<file path="config.mk">
export PLATFORM = sky130hd
export DESIGN_NAME = uart_rx_fifo
export DESIGN_NICKNAME = d
export VERILOG_FILES = /design/src/rtl/uart_pkg.sv /design/src/rtl/uart_fifo_mem.sv /design/src/rtl/uart_rx_fifo.sv
export SDC_FILE = /design/constraint.sdc
export NUM_CORES = 1
export LEC_CHECK = 0
export CORE_UTILIZATION = 23
export CTS_CLUSTER_SIZE = 10
export DETAILED_ROUTE_END_ITERATION = 10
export GPL_TIMING_DRIVEN = 0
export PLACE_DENSITY = 0.44
export SLEW_MARGIN = 20
export SYNTH_ARGS = -nofsm -noshare
export SYNTH_HDL_FRONTEND = slang
export SYNTH_SLANG_ARGS = --single-unit
</file>
<file path="constraint.sdc">
create_clock -name clk -period 6.1 [get_ports clk]
set_clock_uncertainty 0.15 [all_clocks]
set_input_delay 1.22 -clock clk [delete_from_list [all_inputs] [get_ports clk]]
set_output_delay 1.22 -clock clk [all_outputs]
set_load 0.01 [all_outputs]
</file>
<file path="src/rtl/uart_pkg.sv">
// Shared UART definitions used by the receiver, transmitter and receive FIFO.
// Contents:
//   UART_DATA_WIDTH - character width on the serial line
//   baud constants  - 50 MHz board clock divided down to the line rate
//   fifo_state_t    - occupancy class of the receive FIFO
package uart_pkg;

    localparam int unsigned UART_DATA_WIDTH = 8;

    localparam int unsigned CLK_FREQ_HZ     = 50_000_000;
    localparam int unsigned BAUD_RATE       = 115_200;
    localparam int unsigned CLKS_PER_BIT    = CLK_FREQ_HZ / BAUD_RATE;
    localparam int unsigned RX_SAMPLE_POINT = CLKS_PER_BIT / 2;

    typedef enum logic [1:0] {
        EMPTY,
        PARTIAL,
        FULL
    } fifo_state_t;

endpackage

</file>
<file path="src/rtl/uart_fifo_mem.sv">
// Storage array for the UART receive FIFO.
// Simple dual-port: one synchronous write port, one asynchronous read port, so
// it maps onto distributed RAM or plain registers. The array is never reset.
// Ports:
//   clk   - system clock
//   we    - write enable, writes wdata to waddr on the rising edge
//   waddr - write address
//   wdata - write data
//   raddr - read address
//   rdata - combinational read data at raddr
module uart_fifo_mem
    import uart_pkg::*;
#(
    parameter int unsigned DATA_WIDTH = UART_DATA_WIDTH,
    parameter int unsigned ADDR_WIDTH = 4
) (
    input  logic                  clk,
    input  logic                  we,
    input  logic [ADDR_WIDTH-1:0] waddr,
    input  logic [DATA_WIDTH-1:0] wdata,
    input  logic [ADDR_WIDTH-1:0] raddr,
    output logic [DATA_WIDTH-1:0] rdata
);

    logic [DATA_WIDTH-1:0] mem [2**ADDR_WIDTH];

    always_ff @(posedge clk) begin
        if (we) begin
            mem[waddr] <= wdata;
        end
    end

    assign rdata = mem[raddr];

endmodule

</file>
<file path="src/rtl/uart_rx_fifo.sv">
// Receive-side byte buffer sitting directly behind the UART receiver.
// Each byte loaded by the receiver (wr_stb) is queued and presented
// first-word-fall-through on a valid/ready interface. Bytes arriving while the
// queue is full and not being drained are dropped and flagged in a sticky
// overflow bit.
// Ports:
//   clk          - system clock
//   rst          - synchronous active-high reset, discards queued bytes
//   wr_data      - byte from the receiver, sampled when wr_stb=1
//   wr_stb       - one-cycle load strobe from the receiver
//   rd_data      - head-of-queue byte, 0 when empty
//   rd_valid     - queue non-empty
//   rd_ready     - consumer accepts the head byte this cycle
//   count        - occupancy, 0..2**ADDR_WIDTH
//   full         - occupancy equals depth
//   almost_full  - occupancy at or above ALMOST_FULL_LEVEL
//   overflow     - sticky, a byte was dropped
//   clr_overflow - clears overflow (a coincident drop wins)
module uart_rx_fifo
    import uart_pkg::*;
#(
    parameter int unsigned DATA_WIDTH        = UART_DATA_WIDTH,
    parameter int unsigned ADDR_WIDTH        = 4,
    parameter int unsigned ALMOST_FULL_LEVEL = 12
) (
    input  logic                  clk,
    input  logic                  rst,
    input  logic [DATA_WIDTH-1:0] wr_data,
    input  logic                  wr_stb,
    output logic [DATA_WIDTH-1:0] rd_data,
    output logic                  rd_valid,
    input  logic                  rd_ready,
    output logic [ADDR_WIDTH:0]   count,
    output logic                  full,
    output logic                  almost_full,
    output logic                  overflow,
    input  logic                  clr_overflow
);

    localparam int unsigned DEPTH    = 2 ** ADDR_WIDTH;
    localparam int unsigned DEPTH_M1 = DEPTH - 1;

    localparam logic [ADDR_WIDTH:0]   FULL_COUNT = DEPTH[ADDR_WIDTH:0];
    localparam logic [ADDR_WIDTH:0]   LAST_COUNT = DEPTH_M1[ADDR_WIDTH:0];
    localparam logic [ADDR_WIDTH:0]   AF_COUNT   = ALMOST_FULL_LEVEL[ADDR_WIDTH:0];
    localparam logic [ADDR_WIDTH:0]   COUNT_ONE  = (ADDR_WIDTH + 1)'(1);
    localparam logic [ADDR_WIDTH-1:0] PTR_ONE    = ADDR_WIDTH'(1);

    logic [ADDR_WIDTH-1:0] wr_ptr_q;
    logic [ADDR_WIDTH-1:0] rd_ptr_q;
    logic [ADDR_WIDTH:0]   count_q;
    logic [ADDR_WIDTH:0]   count_d;
    logic                  overflow_q;
    fifo_state_t           state_q;

    logic                  push;
    logic                  pop;
    logic                  drop;
    logic [DATA_WIDTH-1:0] mem_rdata;

    // Flags come straight from the registered count so they never lag occupancy.
    always_comb begin
        rd_valid    = (count_q != '0);
        full        = (count_q == FULL_COUNT);
        almost_full = (count_q >= AF_COUNT);
        pop         = rd_valid && rd_ready;
        // A pop in the same cycle frees the slot, so a full queue still accepts.
        push        = wr_stb && (!full || pop);
        drop        = wr_stb && full && !pop;
    end

    always_comb begin
        count_d = count_q;
        unique case ({push, pop})
            2'b10:   count_d = count_q + COUNT_ONE;
            2'b01:   count_d = count_q - COUNT_ONE;
            default: count_d = count_q;
        endcase
    end

    uart_fifo_mem #(
        .DATA_WIDTH (DATA_WIDTH),
        .ADDR_WIDTH (ADDR_WIDTH)
    ) u_mem (
        .clk   (clk),
        .we    (push && !rst),
        .waddr (wr_ptr_q),
        .wdata (wr_data),
        .raddr (rd_ptr_q),
        .rdata (mem_rdata)
    );

    // Storage is not reset, so mask stale contents while empty.
    assign rd_data  = rd_valid ? mem_rdata : '0;
    assign count    = count_q;
    assign overflow = overflow_q;

    always_ff @(posedge clk) begin
        if (rst) begin
            wr_ptr_q   <= '0;
            rd_ptr_q   <= '0;
            count_q    <= '0;
            overflow_q <= 1'b0;
            state_q    <= EMPTY;
        end else begin
            if (push) begin
                wr_ptr_q <= wr_ptr_q + PTR_ONE;
            end
            if (pop) begin
                rd_ptr_q <= rd_ptr_q + PTR_ONE;
            end
            count_q <= count_d;

            if (drop) begin
                overflow_q <= 1'b1;
            end else if (clr_overflow) begin
                overflow_q <= 1'b0;
            end

            unique case (state_q)
                EMPTY: begin
                    if (push) begin
                        state_q <= PARTIAL;
                    end
                end
                PARTIAL: begin
                    if (push && !pop && (count_q == LAST_COUNT)) begin
                        state_q <= FULL;
                    end else if (pop && !push && (count_q == COUNT_ONE)) begin
                        state_q <= EMPTY;
                    end
                end
                FULL: begin
                    if (pop && !push) begin
                        state_q <= PARTIAL;
                    end
                end
                default: state_q <= EMPTY;
            endcase
        end
    end

endmodule

</file>
==> results.md <==
* Share of cells above drive strength 1 at 22.9%
* First-iteration detailed-routing DRC count at 197
* Critical Path Fanout Max at 10
* GPL Wtd Cong at 0.748
* H-tree levels at 4
* CTS Buf Count at 17
* Power Density at 389 nW/um^2
* Grt ovf at 0
* Sum Neg Setup Slack at 0 ns
* Io pins at 30
* CP Capture Point: rd_data[5]
* Final ANT Viol Nets at 0
* Mean post-synth cell area at 17.9 sq um
* Vias at 3048
* Final hold vios at 0
* Clk buf depth at 2
* Reg2Reg Setup Slack at 3.09 ns
* Arr. time, crit path at 3.08 ns
* Yosys cell types at 47
* Max VDD drop at 0.000209 V
* Outcome: completed
* Yosys reg bits at 146
* Routed len/inst at 17.9 um
* Largest net degree at the start of global routing at 17
* Yosys warning count at 0
* Port bufs at 29
* Die W at 163 um
* Final Core Density at 28.5%
* CP startpoint kind: register
* Unrepaired setup endpoints after global routing: no
* Synthesized instance count at 332
* Hpwl dp at 8.39 mm
* Worst-Skew Late Latency at 0.43 ns
* Reg2reg path depth at 10
* Hold_buf cts at 0
* Routed WL at 12.9 mm
* First-pass GRT wire length at 19.8 mm
* Initial antenna violation count at 0
* Min Hold Slack at 0.371 ns
* Initial Utilization at 23.5%
* DRT Pass-1 Iters at 4
* Worst-path clk slew at 0.06 ns
* Crit end category: output port
* Post_cts resized at 0
* Prevailing post-synth register cell: edfxtp_1
* Final Net Count at 399
* Peak Freq at 225 MHz
* DIE HEIGHT at 163 um
* Post-route DRC at 0
* Final setup fails at 0
* GR Util All Layers at 10.6%
* Number of synthesized flops with an enable pin at 128
* Core Box Area at 25300 sq um
* Die ar. at 26500 sq um
* Worst-margin pin slew at 1.10 ns
* P_leak at 2.21 nW
* Final worst slack at 1.65 ns
* Fillers at 2544
* Power Total at 2.80 mW
* Setup CP Type: reg2out
* Hold crit path type: reg2reg
* RR Endpoint: count[2]$_SDFFE_PP0P_
* Root buf cell: clkbuf_16
* CP Data Required Time at 4.73 ns
* Routed vias/inst at 4.22
* CTS tree: built
* Seq/Total Area, Yosys at 70.8%
* Final period utilization at 73.0%
* Slew Viols, Final at 0
* Pre-CTS WS at 1.93 ns
* Asr flop ratio synth at 0%
* Final Critical Period at 4.45 ns
* Rel. slew slack at 26.5%
* Post-CTS Setup Bufs at 0
* Mapped Nets at 351
* R2r startpoint: count[0]$_SDFFE_PP0P_
* Cell Rows at 58
* Vias in the first global route at 3277
* Mapped cell area at 5940 sq um
* Antenna Diode Count at 0
* CTS Sinks at 146
* Maxcap violations at 0
* Area Overhead vs Synth at 21.1%
## metal layers
layer / vias up / track usage (%) / share of wire [%]
met5: - / 0 / 0
met4: 0 / 3.82 / 1.1
met3: 11 / 3.03 / 4.2
met2: 56 / 16.9 / 49
met1: 1556 / 13.6 / 45
li1: 1425 / - / -
## Yosys cell counts, drive strengths merged, types with 5 or more instances
master,count,share of area [%]
edfxtp,128,65
nor2,27,1.7
xor2,5,0.74
nand2,9,0.57
clkbuf,9,0.59
o21ai,9,0.76
nor2b,5,0.53
mux2i,10,1.9
mux2,9,1.7
dfxtp,18,6.1
mux4,32,12
ha,6,1.3
buf,11,1.1
a21oi,12,1.0
## registers in the layout, indices dropped and copies added (netlist names), named ones only
signal / flops
overflow: 1
wr_ptr_q: 4
count: 5
u_mem.mem: 128
rd_ptr_q: 4
## power breakdown
group          switching (mW)  internal [mW]
registers              0.0321           1.12
clock network           0.433          0.530
logic                   0.342          0.339
## cell type report
cell class | count | area (sq um) | area share, %
sequential | 146 | 4200 | 58.4
multi-input combinational | 164 | 1630 | 22.7
clock buffer | 17 | 425 | 5.91
tap | 330 | 413 | 5.74
timing repair buffer | 29 | 290 | 4.04
clock inverter | 15 | 121 | 1.69
buffer | 20 | 101 | 1.41
inverter | 2 | 7.51 | 0.104
## worst min-delay path by stage
stage / start / to / slack [ns] / depth (start not counted)
after floorplan: rd_ptr_q[1]$_SDFFE_PP0N_ / register / 0.31 / 2
after global placement: rd_ptr_q[1]$_SDFFE_PP0N_ / rd_ptr_q[1]$_SDFFE_PP0N_ / 0.34 / 2
after detailed placement: rd_ptr_q[3]$_SDFFE_PP0N_ / register / 0.36 / 2
after CTS: rd_ptr_q[1]$_SDFFE_PP0N_ / rd_ptr_q[1]$_SDFFE_PP0N_ / 0.37 / 2
after global routing: rd_ptr_q[1]$_SDFFE_PP0N_ / register / 0.40 / 2
final: rd_ptr_q[1]$_SDFFE_PP0N_ / register / 0.37 / 2
## placed cells by master, fill, tap and decap left out, types with 3 or more instances in the layout
cell	n
edfxtp_1	128
mux4_2	32
clkdlybuf4s50_1	29
nor2_1	25
dfxtp_1	18
clkbuf_16	17
a21oi_1	12
mux2i_1	9
nand2_1	9
clkbuf_1	8
buf_2	8
mux2_2	8
o21ai_0	8
ha_1	6
nor2b_1	5
xor2_1	5
inv_6	5
clkinv_2	4
nand2b_1	3
xnor2_1	3
nand3_1	3
nor4b_1	3
inv_8	3
## metrics by stage
| step | cell area (sq um) | std cells |
|---|---|---|
| finish | 7190 | 723 |
| global route | 7190 | 723 |
| CTS | 7190 | 723 |
| detailed placement | 6640 | 691 |
| global placement | 6640 | 691 |
| floorplan | 5940 | 332 |
## critical path, cell delays in order (launching register included)
cell and delay (ns):
dfxtp_1 0.30, clkbuf_2 0.18, buf_1 0.79, mux4_2 0.41, mux2_2 0.27, o21ai_0 0.14, a21oi_1 0.06, clkdlybuf4s50_1 0.50
## kinds of logic (layout without fill, tap and decap cells)
family	Yosys count	in the layout	share of synthesized area, %
flip-flops	146	146	70.8
AND/OR/NAND/NOR	64	64	5.63
multiplexers	51	51	15.7
AO/OA/AOI/OAI	35	35	3.56
buffers and inverters	22	83	1.83
XOR/XNOR	8	8	1.18
adder cells (fa/ha/maj)	6	6	1.26
Power figures use the tool's default switching activity.
==> edit 1, RTL diff (config.mk and constraints unchanged) <==
Register the output `overflow` once more, cleared by the reset; this adds one clock of latency there. The other outputs are not delayed to match.
--- a/src/rtl/uart_rx_fifo.sv
+++ b/src/rtl/uart_rx_fifo.sv
@@ -93,7 +93,13 @@
     // Storage is not reset, so mask stale contents while empty.
     assign rd_data  = rd_valid ? mem_rdata : '0;
     assign count    = count_q;
-    assign overflow = overflow_q;
+    always_ff @(posedge clk) begin
+        if (rst) begin
+            overflow <= '0;
+        end else begin
+            overflow <= overflow_q;
+        end
+    end
 
     always_ff @(posedge clk) begin
         if (rst) begin
Formal check against the unedited RTL: same outputs for any inputs over 4 cycles, from zero or initial values and one cycle with rst high; that may be too few to reach the edited logic, so the function may still have changed.
==> edit 1 against the original RTL <==
Non-clock buffer count up 4. Die area is 0.38% higher. Sequential cell count is 1 higher. Synthesized cell count is 0.30% lower. Count of clock-buffer cells in the layout unchanged. Total power increased by 2.7%. Synthesized area rose by 0.38%. Wire length rose by 5.2%. Setup slack got worse by 0.31 ns. First-iteration DRC count rose by 20%. Sequential share of layout area shrank 0.49 points. Fmax is 6.5% lower. Design area grew 1.3%.
==> edit 1: results (changes against the original RTL) <==
stage,metric,value,unit,change
critical_path,crit_fanout,10,,unchanged
clocking,numCtsBuffers,17,,unchanged
drt,firstDrtPassIters,4,,unchanged
drt,wl_met2,6660,um,+4.6%
drt,ant_nets,0,,unchanged
worst_hold_path,hold_path_class,reg2reg,,
global_route,antenna_found_initial,0,,unchanged
global_route,grt_pass1_vias,3266,,-0.34%
clocking,clockBufferDepth,2,,unchanged
synthesis,synth_fp_nets,350,,-0.28%
synthesis,async_flop_share,0,%,unchanged
clocking,cts_resized,0,,unchanged
clocking,cts_setup_buffers,0,,unchanged
cells_and_area,final_area,0.00729,mm^2,+1.3%
synthesis,synth.area.top_cells,"edfxtp_1, mux4_2, dfxtp_1, a211oi_1, mux2i_1",,
drt,met1_length,5940,um,+1.1%
critical_path,arrival,3.39,ns,+0.31 ns
synthesis,yosysSeqAreaShare,70.9,%,about the same
sta,max_slew_margin,33.4,%,+6.8 points
placed_design,dp_hpwl,9010,um,+7.4%
placed_design,place_area,0.00670,mm^2,+0.87%
synthesis,synth_cell_type_count,37,,-21%
drt,route.vias.total,3134,,+2.8%
cells_and_area,fin_nets,401,,+0.50%
synthesis,synth_edf_count,128,,unchanged
clocking,clock_latency,0.42,ns,
synthesis,ys.flop_type,edfxtp_1,,
drt,wl_per_cell,18.7,um,+4.9%
global_route,grt_first_pass_wirelength,20700,um,+4.4%
drt,highest_layer,met4,,
drt,route.met3.wl,919,um,+71%
global_route,grt_max_degree,17,,unchanged
global_route,met3_usage,2.93,%,-0.10 points
global_route,grt_usage,11.1,%,+0.48 points
global_route,grt_use_met2,17.7,%,+0.77 points
die,dieArea,0.0266,mm^2,+0.38%
clocking,cts_root_buf,clkbuf_16,,
clocking,htreeDepth,4,,unchanged
cells_and_area,layout-drive-gt1-share,22.8,%,-0.12 points
run_status,status,"complete, no violations",,
cells_and_area,diodes,0,,unchanged
cells_and_area,largest_reg_flops,128,,unchanged
power,power.leakage,2.28,nW,+2.9%
synthesis,synthTopCellsByCount,"edfxtp_1, mux4_2, nor2_1, dfxtp_1, a211oi_1",,
power,irDropWorstVdd,0.164,mV,-22%
cells_and_area,largest-register,u_mem.mem,,
drt,drtIter0Drc,237,,+20%
placed_design,routabilityCongestion,0.806,,+7.7%
global_route,use_met1,14.6,%,+0.96 points
placed_design,port_buffers,28,,-3.4%
power,p_int,2.03,mW,+2.2%
synthesis,ys_warn_count,0,,unchanged
edit 1: changes by cell type after synthesis, moves of 6 or more:
cell	unedited run	this run
a211oi_1	2	16
a21oi_1	12	3
mux2_2	8	2
nand2_1	9	3
nor2b_1	5	14
o21ai_0	8	2
edit 1: cell families (layout without fill, tap and decap cells):
logic type	Yosys count	count (layout)	synth area share [%]
compound gates	30	30	3.59
xor+xnor	7	7	1.03
fa+ha+maj	6	6	1.26
buf+inv	25	89	1.99
flops	147	147	70.9
mux	47	47	14.9
simple gates	69	69	6.38
edit 1: final timing paths:
| check | start | to | slack [ns] | depth (start not counted) |
|---|---|---|---|---|
| max reg2reg | count[0] | u_mem.mem[7][4] | 3.23 | 5 |
| min reg2reg | overflow_q | overflow | 0.32 | 1 |
| min | overflow_q | overflow | 0.32 | 1 |
| max | register | rd_data[7] | 1.34 | 6 |
edit 1: power groups by stage:
stage,clock [mW],combinational (mW),sequential [mW]
2_1_floorplan,0,0.418,1.17
3_3_place_gp,0,0.691,1.17
3_5_place_dp,0,0.694,1.17
4_1_cts,1.06,0.697,1.15
5_1_grt,1.10,0.742,1.16
6_report,1.04,0.683,1.15
edit 1: per-stage QoR:
step	std cells	setup slack, ns
after global placement	689	1.51
after CTS	725	1.23
final	725	1.34
after global routing	725	1.11
after detailed placement	693	1.68
after floorplan	331	3.03
edit 1: final cells by class:
class                   instances  area (um^2)
clock buffers                  17          425
multi-input cells             159         1640
inverters                       4         15.0
flip-flops and latches        147         4220
plain buffers                  21          104
well taps                     330          413
fillers                      2502        18000
clock inverters                15          164
repair buffers                 32          300
edit 1: worst max-delay path, cell delays in order, from the launching register on:
cell and delay (ns):
dfxtp_1 0.36, buf_2 0.22, buf_1 0.66, clkbuf_1 0.52, a211oi_1 0.25, a211oi_1 0.36, clkdlybuf4s50_1 0.61
==> edit 2, RTL diff (same flow settings) <==
Made on the original files. `ALMOST_FULL_LEVEL`: 12 -> 8.
--- a/src/rtl/uart_rx_fifo.sv
+++ b/src/rtl/uart_rx_fifo.sv
@@ -21,7 +21,7 @@
 #(
     parameter int unsigned DATA_WIDTH        = UART_DATA_WIDTH,
     parameter int unsigned ADDR_WIDTH        = 4,
-    parameter int unsigned ALMOST_FULL_LEVEL = 12
+    parameter int unsigned ALMOST_FULL_LEVEL = 8
 ) (
     input  logic                  clk,
     input  logic                  rst,
Behaviour: not the same (Yosys sat finds a counterexample within 10 cycles, from zero or initial values and one cycle with rst high).
==> edit 2 against the original RTL <==
Sequential cell count is the same. Synthesized area decreased by 1.1%. Setup slack got worse by 0.082 ns. Total power is 8.4% lower. Wire length shrank 1.6%. Die area decreased by 1.1%. Final cell count fell by 2.1%. Design area decreased by 1.0%. Register-to-register slack improved by 0.18 ns. Largest power group unchanged. Highest routed layer unchanged.
==> edit 2: results (changes against the original RTL) <==
stage,metric,value,unit,change
run_status,status,"complete, no violations",,
clocking,numCtsBuffers,17,,unchanged
power,p_seq_share,43.8,%,+2.6 points
synthesis,synth_edf_count,128,,unchanged
power,power_switching_share,25.0,%,-3.8 points
synthesis,synthTopCellsByCount,"edfxtp_1, mux4_2, nor2_1, dfxtp_1, mux2i_1",,
synthesis,synth_cell_type_count,43,,-8.5%
global_route,grt_usage,10.3,%,-0.29 points
clocking,cts_setup_buffers,0,,unchanged
placed_design,dpl_worst_slack,1.95,ns,+0.0147 ns
clocking,cts_root_buf,clkbuf_16,,
global_route,grt_pass1_vias,3268,,-0.27%
cells_and_area,largest_reg_flops,128,,unchanged
synthesis,synth.area.top_cells,"edfxtp_1, mux4_2, dfxtp_1, mux2i_1, nor2_1",,
placed_design,place_area,0.00656,mm^2,-1.3%
global_route,grt_first_pass_wirelength,19300,um,-2.5%
sta,max_slew_margin,28.8,%,+2.3 points
global_route,grt_max_degree,17,,unchanged
drt,wl_per_cell,18.0,um,+0.51%
placed_design,dp_hpwl,8240,um,-1.8%
power,irDropWorstVdd,0.161,mV,-23%
cells_and_area,fin_nets,385,,-3.5%
placed_design,routabilityCongestion,0.737,,-1.5%
power,combinationalPower,0.434,mW,-36%
placed_design,port_buffers,27,,-6.9%
placed_design,dp_cells,677,,-2.0%
synthesis,synth_compound_area_share,4.30,%,+0.74 points
power,power.leakage,2.16,nW,-2.4%
drt,drtIter0Drc,226,,+15%
synthesis,synthXorXnorAreaFrac,0.745,%,-0.43 points
synthesis,synth.area.mux_share,15.6,%,-0.13 points
critical_path,arrival,3.16,ns,+0.08 ns
drt,route.vias.total,3010,,-1.2%
cells_and_area,layout-drive-gt1-share,19.8,%,-3.1 points
power,clkPwrFrac,39.2,%,+4.7 points
critical_path,crit_fanout,10,,unchanged
synthesis,synth_fp_nets,339,,-3.4%
drt,wl,12700,um,-1.6%
synthesis,syn_avg_cell_area,18.4,um^2,+2.6%
synthesis,yosysSeqAreaShare,71.6,%,+0.77 points
synthesis,synthAdderAreaFrac,1.28,%,+0.014 points
clocking,clockBufferDepth,2,,unchanged
==> edit 2: cell types whose count changed in the layout (fill, tap and decap cells not counted), sizes merged, moves of 3 or more <==
cell	unedited run	this run
o22ai	0	8
mux2	9	2
mux2i	10	17
a21oi	12	6
o21ai	9	4
buf	11	8
nor2b	5	2
nor4b	3	0
o41ai	0	3
==> edit 2: worst max-delay path, stage by stage, from the launching register on <==
cell and delay (ns):
dfxtp_1 0.31, clkbuf_1 0.49, buf_1 0.77, mux2i_1 0.22, o22ai_1 0.34, clkdlybuf4s50_1 0.62
==> edit 2: metrics by stage <==
step / util, % / hold WS, ns
6_report: 28.4 / 0.325
5_1_grt: 28.4 / 0.352
4_1_cts: 28.4 / 0.333
3_5_place_dp: 26.1 / 0.320
3_3_place_gp: 26.1 / 0.319
2_1_floorplan: - / 0.313
==> edit 2: worst paths after layout <==
check | end | slack (ns) | depth (start not counted) | startpoint
max | rd_data[6] | 1.57 | 5 | register
min | overflow | 0.32 | 2 | overflow
max reg2reg | count[4] | 3.27 | 10 | count[2]
min reg2reg | overflow | 0.32 | 2 | overflow
==> edit 2: final cells by class <==
class	instances	area (um^2)
fillers	2559	18000
clock buffers	18	429
inverters	5	18.8
flip-flops and latches	146	4200
multi-input cells	152	1570
clock inverters	13	133
repair buffers	27	270
well taps	330	413
plain buffers	17	83.8
==> edit 2: metal layers <==
| layer | vias to the layer above | wire length [um] | track usage (%) |
|---|---|---|---|
| li1 | 1383 | - | - |
| met1 | 1540 | 5730 | 13.4 |
| met2 | 72 | 6230 | 16.7 |
| met3 | 15 | 600 | 2.60 |
| met4 | 0 | 162 | 3.60 |
| met5 | - | 0 | 0 |
